--- config.mk ---
export PLATFORM = sky130hd
export DESIGN_NAME = pc_sequencer_flat
export DESIGN_NICKNAME = d
export VERILOG_FILES = /design/src/rtl/pc_sequencer_if.sv /design/src/rtl/pc_sequencer.sv /design/src/flat_wrapper.sv
export SDC_FILE = /design/constraint.sdc
export NUM_CORES = 1
export LEC_CHECK = 0
export CORE_UTILIZATION = 28
export CTS_CLUSTER_SIZE = 20
export DETAILED_ROUTE_END_ITERATION = 10
export MAX_ROUTING_LAYER = met4
export SLEW_MARGIN = 25
export SYNTH_ARGS = -nofsm -noshare
export SYNTH_HDL_FRONTEND = slang
export SYNTH_SLANG_ARGS = --single-unit
--- constraint.sdc ---
create_clock -name clock -period 5.6 [get_ports clock]
set_input_delay 0.84 -clock clock [delete_from_list [all_inputs] [get_ports clock]]
set_output_delay 0.84 -clock clock [all_outputs]
set_load 0.005 [all_outputs]
--- src/rtl/pc_sequencer_if.sv ---
// Datapath-facing bundle of the program counter sequencer.
// master = datapath/control side, slave = the sequencer itself.
interface pc_sequencer_if #(
  parameter int unsigned WIDTH = 32
);
  logic             stall;
  logic             branch;
  logic             alu_zero;
  logic [WIDTH-1:0] branch_offset;
  logic             jump;
  logic [WIDTH-1:0] jump_target;
  logic             halt;
  logic             resume;
  logic [WIDTH-1:0] pc_out;
  logic [WIDTH-1:0] pc_seq;
  logic [WIDTH-1:0] branch_target;
  logic             redirect;
  logic             flush;
  logic             fetch_valid;

  modport master (
    output stall, branch, alu_zero, branch_offset, jump, jump_target, halt, resume,
    input  pc_out, pc_seq, branch_target, redirect, flush, fetch_valid
  );

  modport slave (
    input  stall, branch, alu_zero, branch_offset, jump, jump_target, halt, resume,
    output pc_out, pc_seq, branch_target, redirect, flush, fetch_valid
  );
endinterface

--- src/rtl/pc_sequencer.sv ---
// Program counter sequencer: reset vector, stall hold, jump, conditional branch,
// post-redirect flush window and a halt/resume state machine.
module pc_sequencer #(
  parameter int unsigned      WIDTH           = 32,
  parameter logic [WIDTH-1:0] INC             = WIDTH'(1),
  parameter logic [WIDTH-1:0] RESET_VECTOR    = '0,
  parameter bit               BRANCH_BASE_SEQ = 1'b1,
  parameter int unsigned      FLUSH_CYCLES    = 2
) (
  input logic            clock,
  input logic            reset,
  pc_sequencer_if.slave  bus
);

  localparam logic [3:0] FLUSH_LOAD = 4'(FLUSH_CYCLES);

  typedef enum logic [1:0] {StRun, StFlush, StHalt} state_e;

  state_e           state;
  logic [3:0]       flush_cnt;
  logic [WIDTH-1:0] pc;
  logic [WIDTH-1:0] pc_seq;
  logic [WIDTH-1:0] branch_target;
  logic             redirect;
  logic             flush;
  logic             fetch_valid;
  logic             taken;
  logic             redirect_req;

  // Combinational next-address candidates; all arithmetic wraps modulo 2^WIDTH.
  always_comb begin
    pc_seq        = pc + INC;
    branch_target = (BRANCH_BASE_SEQ ? pc_seq : pc) + bus.branch_offset;
    taken         = bus.branch & bus.alu_zero;
    redirect_req  = bus.jump | taken;
  end

  // Sequencer state, PC and registered status outputs.
  always_ff @(posedge clock) begin
    if (reset) begin
      state       <= StRun;
      pc          <= RESET_VECTOR;
      flush_cnt   <= '0;
      redirect    <= 1'b0;
      flush       <= 1'b0;
      fetch_valid <= 1'b1;
    end else begin
      unique case (state)
        StRun, StFlush: begin
          if (bus.halt) begin
            state       <= StHalt;
            flush_cnt   <= '0;
            redirect    <= 1'b0;
            flush       <= 1'b0;
            fetch_valid <= 1'b0;
          end else if (redirect_req) begin
            // A resolved redirect wins over a stall and restarts the flush window.
            pc        <= bus.jump ? bus.jump_target : branch_target;
            state     <= StFlush;
            flush_cnt <= FLUSH_LOAD;
            redirect  <= 1'b1;
            flush     <= 1'b1;
          end else begin
            redirect <= 1'b0;
            if (!bus.stall) begin
              pc <= pc_seq;
              // The flush window only counts cycles in which the pipe advanced.
              if (state == StFlush) begin
                flush_cnt <= flush_cnt - 4'd1;
                if (flush_cnt <= 4'd1) begin
                  state <= StRun;
                  flush <= 1'b0;
                end
              end
            end
          end
        end
        StHalt: begin
          redirect <= 1'b0;
          flush    <= 1'b0;
          if (bus.resume && !bus.halt) begin
            state       <= StRun;
            fetch_valid <= 1'b1;
          end
        end
        default: begin
          state     <= StRun;
          flush_cnt <= '0;
          flush     <= 1'b0;
        end
      endcase
    end
  end

  // Drive the bundle.
  always_comb begin
    bus.pc_out        = pc;
    bus.pc_seq        = pc_seq;
    bus.branch_target = branch_target;
    bus.redirect      = redirect;
    bus.flush         = flush;
    bus.fetch_valid   = fetch_valid;
  end

endmodule

--- src/flat_wrapper.sv ---
// flat-port wrapper written by rule: the top's interface ports become plain ports
module pc_sequencer_flat 
#(
  parameter int unsigned      WIDTH           = 32,
  parameter logic [WIDTH-1:0] INC             = WIDTH'(1),
  parameter logic [WIDTH-1:0] RESET_VECTOR    = '0,
  parameter bit               BRANCH_BASE_SEQ = 1'b1,
  parameter int unsigned      FLUSH_CYCLES    = 2
)
  (clock, reset, bus_stall, bus_branch, bus_alu_zero, bus_branch_offset, bus_jump, bus_jump_target, bus_halt, bus_resume, bus_pc_out, bus_pc_seq, bus_branch_target, bus_redirect, bus_flush, bus_fetch_valid);
  pc_sequencer_if #(.WIDTH(WIDTH)) bus_i ();
  input logic clock;
  input logic reset;
  input wire logic [$bits(bus_i.stall)-1:0] bus_stall;
  input wire logic [$bits(bus_i.branch)-1:0] bus_branch;
  input wire logic [$bits(bus_i.alu_zero)-1:0] bus_alu_zero;
  input wire logic [$bits(bus_i.branch_offset)-1:0] bus_branch_offset;
  input wire logic [$bits(bus_i.jump)-1:0] bus_jump;
  input wire logic [$bits(bus_i.jump_target)-1:0] bus_jump_target;
  input wire logic [$bits(bus_i.halt)-1:0] bus_halt;
  input wire logic [$bits(bus_i.resume)-1:0] bus_resume;
  output wire logic [$bits(bus_i.pc_out)-1:0] bus_pc_out;
  output wire logic [$bits(bus_i.pc_seq)-1:0] bus_pc_seq;
  output wire logic [$bits(bus_i.branch_target)-1:0] bus_branch_target;
  output wire logic [$bits(bus_i.redirect)-1:0] bus_redirect;
  output wire logic [$bits(bus_i.flush)-1:0] bus_flush;
  output wire logic [$bits(bus_i.fetch_valid)-1:0] bus_fetch_valid;
  assign bus_i.stall = bus_stall;
  assign bus_i.branch = bus_branch;
  assign bus_i.alu_zero = bus_alu_zero;
  assign bus_i.branch_offset = bus_branch_offset;
  assign bus_i.jump = bus_jump;
  assign bus_i.jump_target = bus_jump_target;
  assign bus_i.halt = bus_halt;
  assign bus_i.resume = bus_resume;
  assign bus_pc_out = bus_i.pc_out;
  assign bus_pc_seq = bus_i.pc_seq;
  assign bus_branch_target = bus_i.branch_target;
  assign bus_redirect = bus_i.redirect;
  assign bus_flush = bus_i.flush;
  assign bus_fetch_valid = bus_i.fetch_valid;
  pc_sequencer #(.WIDTH(WIDTH), .INC(INC), .RESET_VECTOR(RESET_VECTOR), .BRANCH_BASE_SEQ(BRANCH_BASE_SEQ), .FLUSH_CYCLES(FLUSH_CYCLES)) u_core (.clock(clock), .reset(reset), .bus(bus_i));
endmodule
==> results of run 1 <==
==> metal layers <==
layer  vias to the layer above  GRT usage, %  share of wire, %
met5                         -             -                 0
met3                        31          3.19               6.3
li1                       2713             -                 -
met2                       254          38.1                47
met1                      2587          29.4                44
met4                         0          6.27               2.1
==> placed cells by master, fill, tap and decap left out, types with 21 or more instances in the layout <==
cell | Yosys | layout
dfxtp_1 | 41 | 38
a21oi_1 | 66 | 66
nor2_1 | 58 | 57
clkdlybuf4s50_1 | 0 | 170
nand2_1 | 81 | 81
ha_1 | 41 | 41
xnor2_1 | 42 | 39
nand3_1 | 28 | 27
o21ai_0 | 34 | 34
inv_1 | 21 | 21
==> cells in the mapped netlist, types with 14 or more instances <==
cell and number:
dfxtp_1 41, ha_1 41, inv_1 21, nand3_1 28, o21ai_0 34, a21o_1 18, a211oi_1 14, clkbuf_1 29
xnor2_1 42, nor3_1 19, a21oi_1 66, nor2_1 58, nand2_1 81, xor2_1 20
==> state kept, by name (all words and copies together), names as in the netlist <==
name and cells:
u_core.bus.fetch_valid 1, u_core.bus.pc_out 32, u_core.bus.flush 1, u_core.bus.redirect 1, u_core.state 2, u_core.flush_cnt 4
==> cell type report <==
| cell class | count | area [sq um] |
|---|---|---|
| clock inverter | 2 | 13.8 |
| timing repair buffer | 186 | 1820 |
| sequential | 41 | 825 |
| inverter | 21 | 78.8 |
| fill | 1691 | 9600 |
| tap | 220 | 275 |
| multi-input combinational | 558 | 3770 |
| clock buffer | 6 | 139 |
==> power breakdown <==
| part | internal (mW) | switching [mW] | total [mW] |
|---|---|---|---|
| Sequential | 0.312 | 0.0303 | 0.342 |
| Combinational | 0.316 | 0.305 | 0.621 |
| Clock | 0.178 | 0.142 | 0.320 |
==> cell families after synthesis <==
| kind of cell | after synthesis | share of synthesized area (%) |
|---|---|---|
| adders and majority gates | 42 | 11.3 |
| DFF | 41 | 17.4 |
| buffers and inverters | 52 | 4.22 |
| AOI/OAI and AO/OA | 207 | 29.2 |
| xor gates and xnor gates | 64 | 12.4 |
| muxes | 4 | 0.902 |
| and+or+nand+nor | 241 | 24.6 |
==> repair_timing <==
item / in CTS / in global routing
gates resized for setup: 0 / 15
setup endpoints to repair: 0 / 8
buffers inserted: 0 / 1
==> final timing paths <==
path	start	endpoint	slack [ns]
worst max register to register	u_core.bus.pc_out[8]$_SDFFE_PP0P_	u_core.bus.pc_out[29]$_SDFFE_PP0P_	1.66
worst max-delay path	u_core.bus.pc_out[8]$_SDFFE_PP0P_	bus_branch_target[28]	0.28
worst min-delay path	u_core.bus.fetch_valid$_SDFFE_PP1P_	u_core.bus.fetch_valid$_SDFFE_PP1P_	0.50
worst min register to register	u_core.bus.fetch_valid$_SDFFE_PP1P_	u_core.bus.fetch_valid$_SDFFE_PP1P_	0.50
==> results.md, run 1 <==
- Post-synthesis net count: 765
- Fin. Hold Viols: 0
- Yosys warns: 0
- RSZ-0062 raised after global routing: no
- Final Max Tran Viols: 0
- Vias: 5585
- Top Family by Delay on Critical Path: simple AND/OR/NAND/NOR gates
- # rows: 47
- Placed cell count: 1025
- CTS max path bufs: 2
- Crit path DAT: 4.48 ns
- Inserted Diodes: 0
- Sum Neg Setup Slack: 0 ns
- Worst-Margin Slew: 0.926 ns
- Vias in the first global route: 5352
- Critical Path Stages: 13
- Synth Cell Area: 4720 sq um
- Dpl ws: 0.421 ns
- Avg Inst Size Synth: 7.24 sq um
- Post-synthesis sequential area ratio: 17.4%
- Final GP Congestion: 0.900
- #FFs+latches synth: 41
- CP max stage cell: clkdlybuf4s50_1
- CP most frequent cell: xnor2_1
- Final setup margin: 0.278 ns
- I/O Buffers: 170
- Path type of the worst min-delay path: reg -> reg
- Status: completed
- Layout area overhead: 46.9%
- DR DRC count: 0
- Worst Setup End Kind: output pin
- Die width: 132 um
- Hold slack: 0.496 ns
- Clock Latency Late Sink: 0.31 ns
- Critical Path, Cell by Cell: and4_4 > and3_1 > nand4_1 > xnor2_1 > ha_1 > and4_1 > nand3_1 > a2bb2oi_1 > o211ai_1 > o21a_1 > a221oi_1 > xnor2_1 > clkdlybuf4s50_1
- Required @ worst endpoint: 4.76 ns
- Netlist cell types: 68
- Antenna-violating nets left: 0
- Die H: 132 um
- CTS buffer count: 5
- Total I/O pin count: 171
- CTS tree: done
- Final Critical Period: 5.32 ns
- GRT Util Overall: 23.1%
- Post-synthesis cell count: 651
- EDFF count, synth: 0
- Clk sinks: 41
- Clk slew on worst S/H paths: 0.07 ns
- Power per cell area: 185 nW/um^2
- Buf/Inv on CP: 1
- Clock skew: 0.0146 ns
- Final HPWL DP: 15100 um
- Total Die Area: 17400 sq um
- CTS root buf: clkbuf_16
- Total grt overflow: 0
- Final non-filler cell total: 1034
- DP Area: 6690 sq um
- Htree depth: 2
- Synth area leaders: dfxtp_1, ha_1, xnor2_1
- Fin crit share: 95.0%
- Synth Flop Type: dfxtp_1
- Initial antenna violation count: 0
- # hold bufs at CTS: 0
- Initial Util: 28.5%
- Nets@finish: 927
- Critical path peak fanout: 7
- Iteration-0 DRC Markers: 373
- Finished Cell Area: 6930 sq um
- Headroom to the max-slew limit: 38.0%
- CP peak stage delay: 0.56 ns
- Crit Path Class: reg -> out
- Drt first pass iters: 4
- R2R cell count: 14
- Worst VDD drop: 0.000114 V
- Hold path cells: 1
- Routed wire length: 19700 um
- Max Cap Viol: 0
- Pin count of the biggest net entering global routing: 39
- Post-layout util: 41.9%
- Fraction of layout cells with a size suffix above 1: 6.88%
- Synth top area share: 17.4%
- Finish-stage setup viols: 0
- CP startpoint kind: flip-flop
- Core Region: 16500 sq um
- Total power: 1.28 mW
- Drt wl/cell: 19.0 um
- LEAKAGE: 2.78 nW
- Top cell type by total area after synthesis: dfxtp_1
- Drt via density: 5.40
- Max Clock Freq: 0.188 GHz
- First-pass GRT wire length: 30300 um
- Ys async rst share: 0%
Note: power is estimated with default switching activity, not from simulation.
==> run 2, diff against run 1 <==
RECOVER_POWER = 100   (was not set)
==> run 2 against run 1 <==
Net effect: the run now ends with max-capacitance violations, max-slew violations left; register-to-register slack worse by 0.09 ns; clock power hardly changed; core utilization is 0.27 points lower; non-clock buffer count stayed put; critical endpoint unchanged.
==> results.md, run 2 (same netlist as run 1, synthesis figures left out) <==
- Status: finished with violations
- Violated checks: max-capacitance violations, max-slew violations
- Critical Path, Cell by Cell: ha_1 > nand4_1 > nor2_2 > buf_4 > nand3_1 > xnor2_1 > ha_1 > and4_1 > nand3_1 > a2bb2oi_1 > o211ai_1 > o21a_1 > a221oi_1 > xnor2_1 > clkdlybuf4s50_1
- Clk slew on worst S/H paths: 0.07 ns (about the same)
- CP peak stage delay: 0.57 ns (about the same)
- Total Die Area: 17400 sq um (unchanged)
- Internal: 0.779 mW (-3.4%)
- Fin crit share: 96.1% (+1.0 points)
- Htree depth: 2 (unchanged)
- Crit Path Class: reg -> out
- Sum Neg Setup Slack: 0 ns (unchanged)
- Metal2 WL: 9320 um (about the same)
- Final GP Congestion: 0.900 (unchanged)
- Met3 Routed Length: 1030 um (-17%)
- Commonest non-fill, non-tap cell in the layout: clkdlybuf4s50_1
- Top Family by Delay on Critical Path: compound AO/OA/AOI/OAI gates
- Iteration-0 DRC Markers: 383 (+2.7%)
- Headroom to the max-slew limit: -35.3% (-73 points)
- Final HPWL DP: 15100 um (unchanged)
- Antenna-violating nets left: 0 (unchanged)
- Finished Cell Area: 6880 sq um (-0.65%)
- Fin. Hold Viols: 0 (unchanged)
- Max FFs per register: 32 (unchanged)
- Clock skew: 0.0120 ns (-0.00255 ns)
- Final setup margin: 0.221 ns (-0.0573 ns)
- Layout area overhead: 46.0%
- # rows: 47 (unchanged)
- Die width: 132 um (unchanged)
- Crit path DAT: 4.54 ns (+0.06 ns)
- Clock share of power: 25.4% (+0.4 points)
- Top sig layer: met4
- Most frequent cells in the layout: clkdlybuf4s50_1, nand2_1, dlygate4sd3_1
- Flop pwr share: 27.3% (+0.6 points)
- Comb pwr share: 47.3% (-1.1 points)
- DR DRC count: 0 (unchanged)
- Worst-Margin Slew: 2.03 ns (+1.10 ns)
- CP max stage cell: clkdlybuf4s50_1
- Sw Ratio: 37.7% (+0.42 points)
- Vias in the first global route: 5352 (unchanged)
- Met1 WL: 8880 um (+2.0%)
- DP Area: 6690 sq um (unchanged)
- Buf/Inv on CP: 2 (+1)
- Path type of the worst min-delay path: reg -> reg
- Required @ worst endpoint: 4.76 ns (about the same)
- Vias: 5569 (-0.29%)
- I/O Buffers: 170 (unchanged)
- LEAKAGE: 2.89 nW (+4.2%)
- Total I/O pin count: 171 (unchanged)
- RSZ-0062 raised after global routing: no
- Max Cap Viol: 2 (+2)
- Drt wl/cell: 19.0 um (-0.17%)
- CTS buffer count: 5 (unchanged)
- GRT Util Overall: 23.1% (unchanged)
- Fraction of layout cells with a size suffix above 1: 5.53% (-1.4 points)
- Final Max Tran Viols: 77 (+77)
- Dpl ws: 0.421 ns (unchanged)
- Die H: 132 um (unchanged)
- Inserted Diodes: 0 (unchanged)
- Initial antenna violation count: 0 (unchanged)
- Final Critical Period: 5.38 ns (+0.0573 ns)
- CTS max path bufs: 2 (unchanged)
- Clock Latency Late Sink: 0.30 ns (about the same)
- Power per cell area: 182 nW/um^2 (-2.1%)
- Hold slack: 0.488 ns (-0.00768 ns)
- Finish-stage setup viols: 0 (unchanged)
- CP startpoint kind: flip-flop
- Nets@finish: 927 (unchanged)
- Drt via density: 5.39 (-0.29%)
- Worst VDD drop: 0.000114 V (-0.49%)
- Drt first pass iters: 4 (unchanged)
- Initial Util: 28.5% (unchanged)
- Total power: 1.25 mW (-2.7%)
- Pin count of the biggest net entering global routing: 39 (unchanged)
- Routed wire length: 19600 um (-0.17%)
- CTS root buf: clkbuf_16
- Clk sinks: 41 (unchanged)
- CTS tree: done
- Worst Setup End Kind: output pin
- Core Region: 16500 sq um (unchanged)
- Max Clock Freq: 0.186 GHz (-1.1%)
- Psw: 0.471 mW (-1.6%)
- First-pass GRT wire length: 30300 um (unchanged)
- Total grt overflow: 0 (unchanged)
- Critical path peak fanout: 5 (-2)
==> run 2: layout make-up <==
type | count | area [sq um]
Inverter | 21 | 78.8
Tap cell | 220 | 275
Clock buffer | 6 | 139
Clock inverter | 2 | 13.8
Timing Repair Buffer | 186 | 1800
Multi-Input combinational cell | 558 | 3750
Sequential cell | 41 | 825
Fill cell | 1708 | 9640
==> run 2: worst register-to-register path, stage by stage (launching register included) <==
cell and delay, ns:
dfxtp_1 0.42, and4_1 0.28, nand3_1 0.19, nor4b_4 0.46, nand4_1 0.22, xnor2_1 0.31
ha_1 0.32, a21o_1 0.23, a21o_1 0.18, a21o_1 0.20, a31oi_1 0.28, o21ai_0 0.16
a311oi_1 0.26, a221oi_1 0.11, a211oi_1 0.30
==> run 2: final timing paths <==
kind | start | endpoint | slack [ns] | cells past startpoint
worst max register to register | u_core.bus.pc_out[8]$_SDFFE_PP0P_ | u_core.bus.pc_out[29]$_SDFFE_PP0P_ | 1.57 | 14
worst min-delay path | u_core.bus.fetch_valid$_SDFFE_PP1P_ | u_core.bus.fetch_valid$_SDFFE_PP1P_ | 0.49 | 1
worst max-delay path | u_core.bus.pc_out[1]$_SDFFE_PP0P_ | bus_branch_target[28] | 0.22 | 15
worst min register to register | u_core.bus.fetch_valid$_SDFFE_PP1P_ | u_core.bus.fetch_valid$_SDFFE_PP1P_ | 0.49 | 1
==> run 2: power by group through the flow <==
stage	Clock [mW]	Combinational (mW)	Sequential, mW
after floorplan	0	0.300	0.341
after global placement	0	0.612	0.348
after detailed placement	0	0.608	0.348
after CTS	0.327	0.613	0.341
after global routing	0.338	0.642	0.344
final	0.318	0.591	0.341
==> run 2: through the flow <==
stage	std cells	util, %
6_report	1034	41.7
5_1_grt	1034	41.7
4_1_cts	1033	41.4
3_5_place_dp	1025	40.5
3_3_place_gp	1025	40.5
2_1_floorplan	651	-
==> run 2: per-layer routing <==
| metal | vias up | GRT usage [%] |
|---|---|---|
| li1 | 2715 | - |
| met1 | 2602 | 29.4 |
| met2 | 219 | 38.1 |
| met3 | 33 | 3.19 |
| met4 | 0 | 6.27 |
| met5 | - | - |
==> run 2: what timing repair did <==
action	4_1_cts	5_1_grt
endpoints found under the setup margin	0	8
setup buffers	0	1
hold buffers	0	0
resized for setup	0	15
==> run 3, diff against run 2 <==
==> constraint.sdc (replaced) <==
create_clock -name clock -period 5.6 [get_ports clock]
set_input_delay 0.84 -clock clock [delete_from_list [all_inputs] [get_ports clock]]
set_output_delay 0.84 -clock clock [all_outputs]
set_load 0.05 [all_outputs]
==> run 3 against run 2 <==
Net effect: the run still ends with max-capacitance violations, max-slew violations left; routed wire length is 1.5% higher; cell area rose by 0.36%; clock power is 18% higher; sequential share of layout area fell by 0.098 points; core utilization rose by 0.15 points; setup slack improved by 0.056 ns; sequential power barely moved.
==> results.md, run 3 (same netlist as run 1, synthesis figures left out) <==
- Worst VDD drop: 0.000126 V (+10%)
- Worst Setup End Kind: output pin
- Max FFs per register: 32 (unchanged)
- CTS tree: done
- Die H: 132 um (unchanged)
- Clk slew on worst S/H paths: 0.07 ns (about the same)
- Violated checks: max-capacitance violations, max-slew violations
- Fin crit share: 95.1% (-1.0 points)
- Drt wl/cell: 19.4 um (+2.1%)
- CTS buffer count: 5 (unchanged)
- Crit Path Class: reg -> out
- Inserted Diodes: 0 (unchanged)
- Final setup margin: 0.277 ns (+0.0559 ns)
- Placed cell count: 1020 (-0.49%)
- Sum Neg Setup Slack: 0 ns (unchanged)
- Max Clock Freq: 0.188 GHz (+1.1%)
- Hold Startpoint: u_core.bus.redirect$_SDFFE_PP0P_
- GRT Util Overall: 23.4% (+0.31 points)
- R2r startpoint: u_core.bus.pc_out[4]$_SDFFE_PP0P_
- Core Region: 16500 sq um (unchanged)
- Fraction of layout cells with a size suffix above 1: 7.18% (+1.6 points)
- CP startpoint kind: flip-flop
- Crit. Startpoint: u_core.bus.pc_out[7]$_SDFFE_PP0P_
- Final GP Congestion: 0.903 (+0.29%)
- Die width: 132 um (unchanged)
- Headroom to the max-slew limit: -38.9% (-3.6 points)
- Finished Cell Area: 6910 sq um (+0.36%)
- DR DRC count: 0 (unchanged)
- Total grt overflow: 0 (unchanged)
- Power per cell area: 230 nW/um^2 (+27%)
- Final Max Tran Viols: 102 (+32%)
- Iteration-0 DRC Markers: 453 (+18%)
- Path type of the worst min-delay path: reg -> reg
- Status: finished with violations
- RSZ-0062 raised after global routing: no
- Critical path peak fanout: 8 (+3)
- Nets@finish: 921 (-0.65%)
- Fin. Hold Viols: 0 (unchanged)
- Finish-stage setup viols: 0 (unchanged)
- Final HPWL DP: 15300 um (+1.2%)
- Clk sinks: 41 (unchanged)
- Required @ worst endpoint: 4.76 ns (about the same)
- Crit path DAT: 4.48 ns (-0.06 ns)
- Total Die Area: 17400 sq um (unchanged)
- Postcts setup bufs: 0 (unchanged)
- Drt first pass iters: 7 (+3)
- DP Area: 6760 sq um (+1.1%)
- Htree depth: 2 (unchanged)
- Drt via density: 5.38 (about the same)
- Pin count of the biggest net entering global routing: 39 (unchanged)
- Total power: 1.59 mW (+27%)
- Dpl ws: 0.322 ns (-0.0987 ns)
- CTS root buf: clkbuf_16
- I/O Buffers: 170 (unchanged)
- Filler Cell Count: 1706 (-0.12%)
- Clock skew: 0.00497 ns (-0.00705 ns)
- Most frequent cells in the layout: dlygate4sd3_1, nand2_1, clkdlybuf4s50_1
- CTS max path bufs: 2 (unchanged)
- Vias: 5534 (-0.63%)
- Initial antenna violation count: 0 (unchanged)
- Commonest non-fill, non-tap cell in the layout: dlygate4sd3_1
- Vias in the first global route: 5382 (+0.56%)
- Initial Util: 28.5% (unchanged)
- Routed wire length: 19900 um (+1.5%)
- Total I/O pin count: 171 (unchanged)
- Antenna-violating nets left: 0 (unchanged)
- First-pass GRT wire length: 30500 um (+0.57%)
- Clock Latency Late Sink: 0.30 ns (about the same)
- Final non-filler cell total: 1028 (-0.58%)
- Max Cap Viol: 3 (+1)
- Final Critical Period: 5.32 ns (-0.0559 ns)
- LEAKAGE: 2.94 nW (+1.4%)
- Layout area overhead: 46.5%
- # rows: 47 (unchanged)
- Worst-Margin Slew: 2.08 ns (+0.0538 ns)
run 3: final cells by class:
class	instances	area (sq um)	area share, %
flip-flops and latches	41	821	11.9
well taps	220	275	3.98
clock buffers	6	139	2.01
multi-input cells	558	3790	54.9
clock inverters	2	37.5	0.543
inverters	21	78.8	1.14
repair buffers	180	1760	25.5
run 3: where the power goes:
group	switching (mW)	total (mW)	internal [mW]
Clock	0.151	0.374	0.223
Combinational	0.579	0.872	0.293
Sequential	0.0315	0.343	0.312
run 3: repair_timing:
| action | 4_1_cts | 5_1_grt |
|---|---|---|
| gates resized for setup | 1 | 5 |
| hold endpoints to repair | 0 | 0 |
| setup endpoints to repair | 1 | 4 |
| hold buffers | 0 | 0 |
| gates cloned | 0 | 0 |
run 3: metrics by stage:
step / hold WS [ns] / util (%)
global route: 0.515 / 41.8
CTS: 0.499 / 42.0
finish: 0.490 / 41.8
floorplan: 0.480 / -
detailed placement: 0.479 / 40.9
global placement: 0.479 / 40.9
run 3: worst paths after layout:
path | endpoint | slack [ns] | cells after the start
worst max-delay path | bus_branch_target[18] | 0.28 | 11
worst min-delay path | u_core.bus.redirect$_SDFFE_PP0P_ | 0.49 | 2
worst min register to register | u_core.bus.redirect$_SDFFE_PP0P_ | 0.49 | 2
worst max register to register | u_core.bus.pc_out[25]$_SDFFE_PP0P_ | 1.29 | 14
run 3: routing by layer:
layer  GRT usage, %  part of all wire [%]  up-vias
li1               -                     -     2705
met1           29.6                    46     2568
met2           37.3                    45      231
met3           3.84                   6.1       30
met4           8.79                   2.7        0
met5              -                     0        -
run 3: critical path, cell delays in order, from the launching register on:
cell and delay [ns]:
dfxtp_1 0.49, and4_4 0.30, and3_1 0.36, nand2_1 0.14
nor2_1 0.13, xnor2_1 0.14, ha_1 0.48, and4_1 0.29
nand3_1 0.11, o211ai_1 0.46, xor2_1 0.34, dlygate4sd3_1 0.93
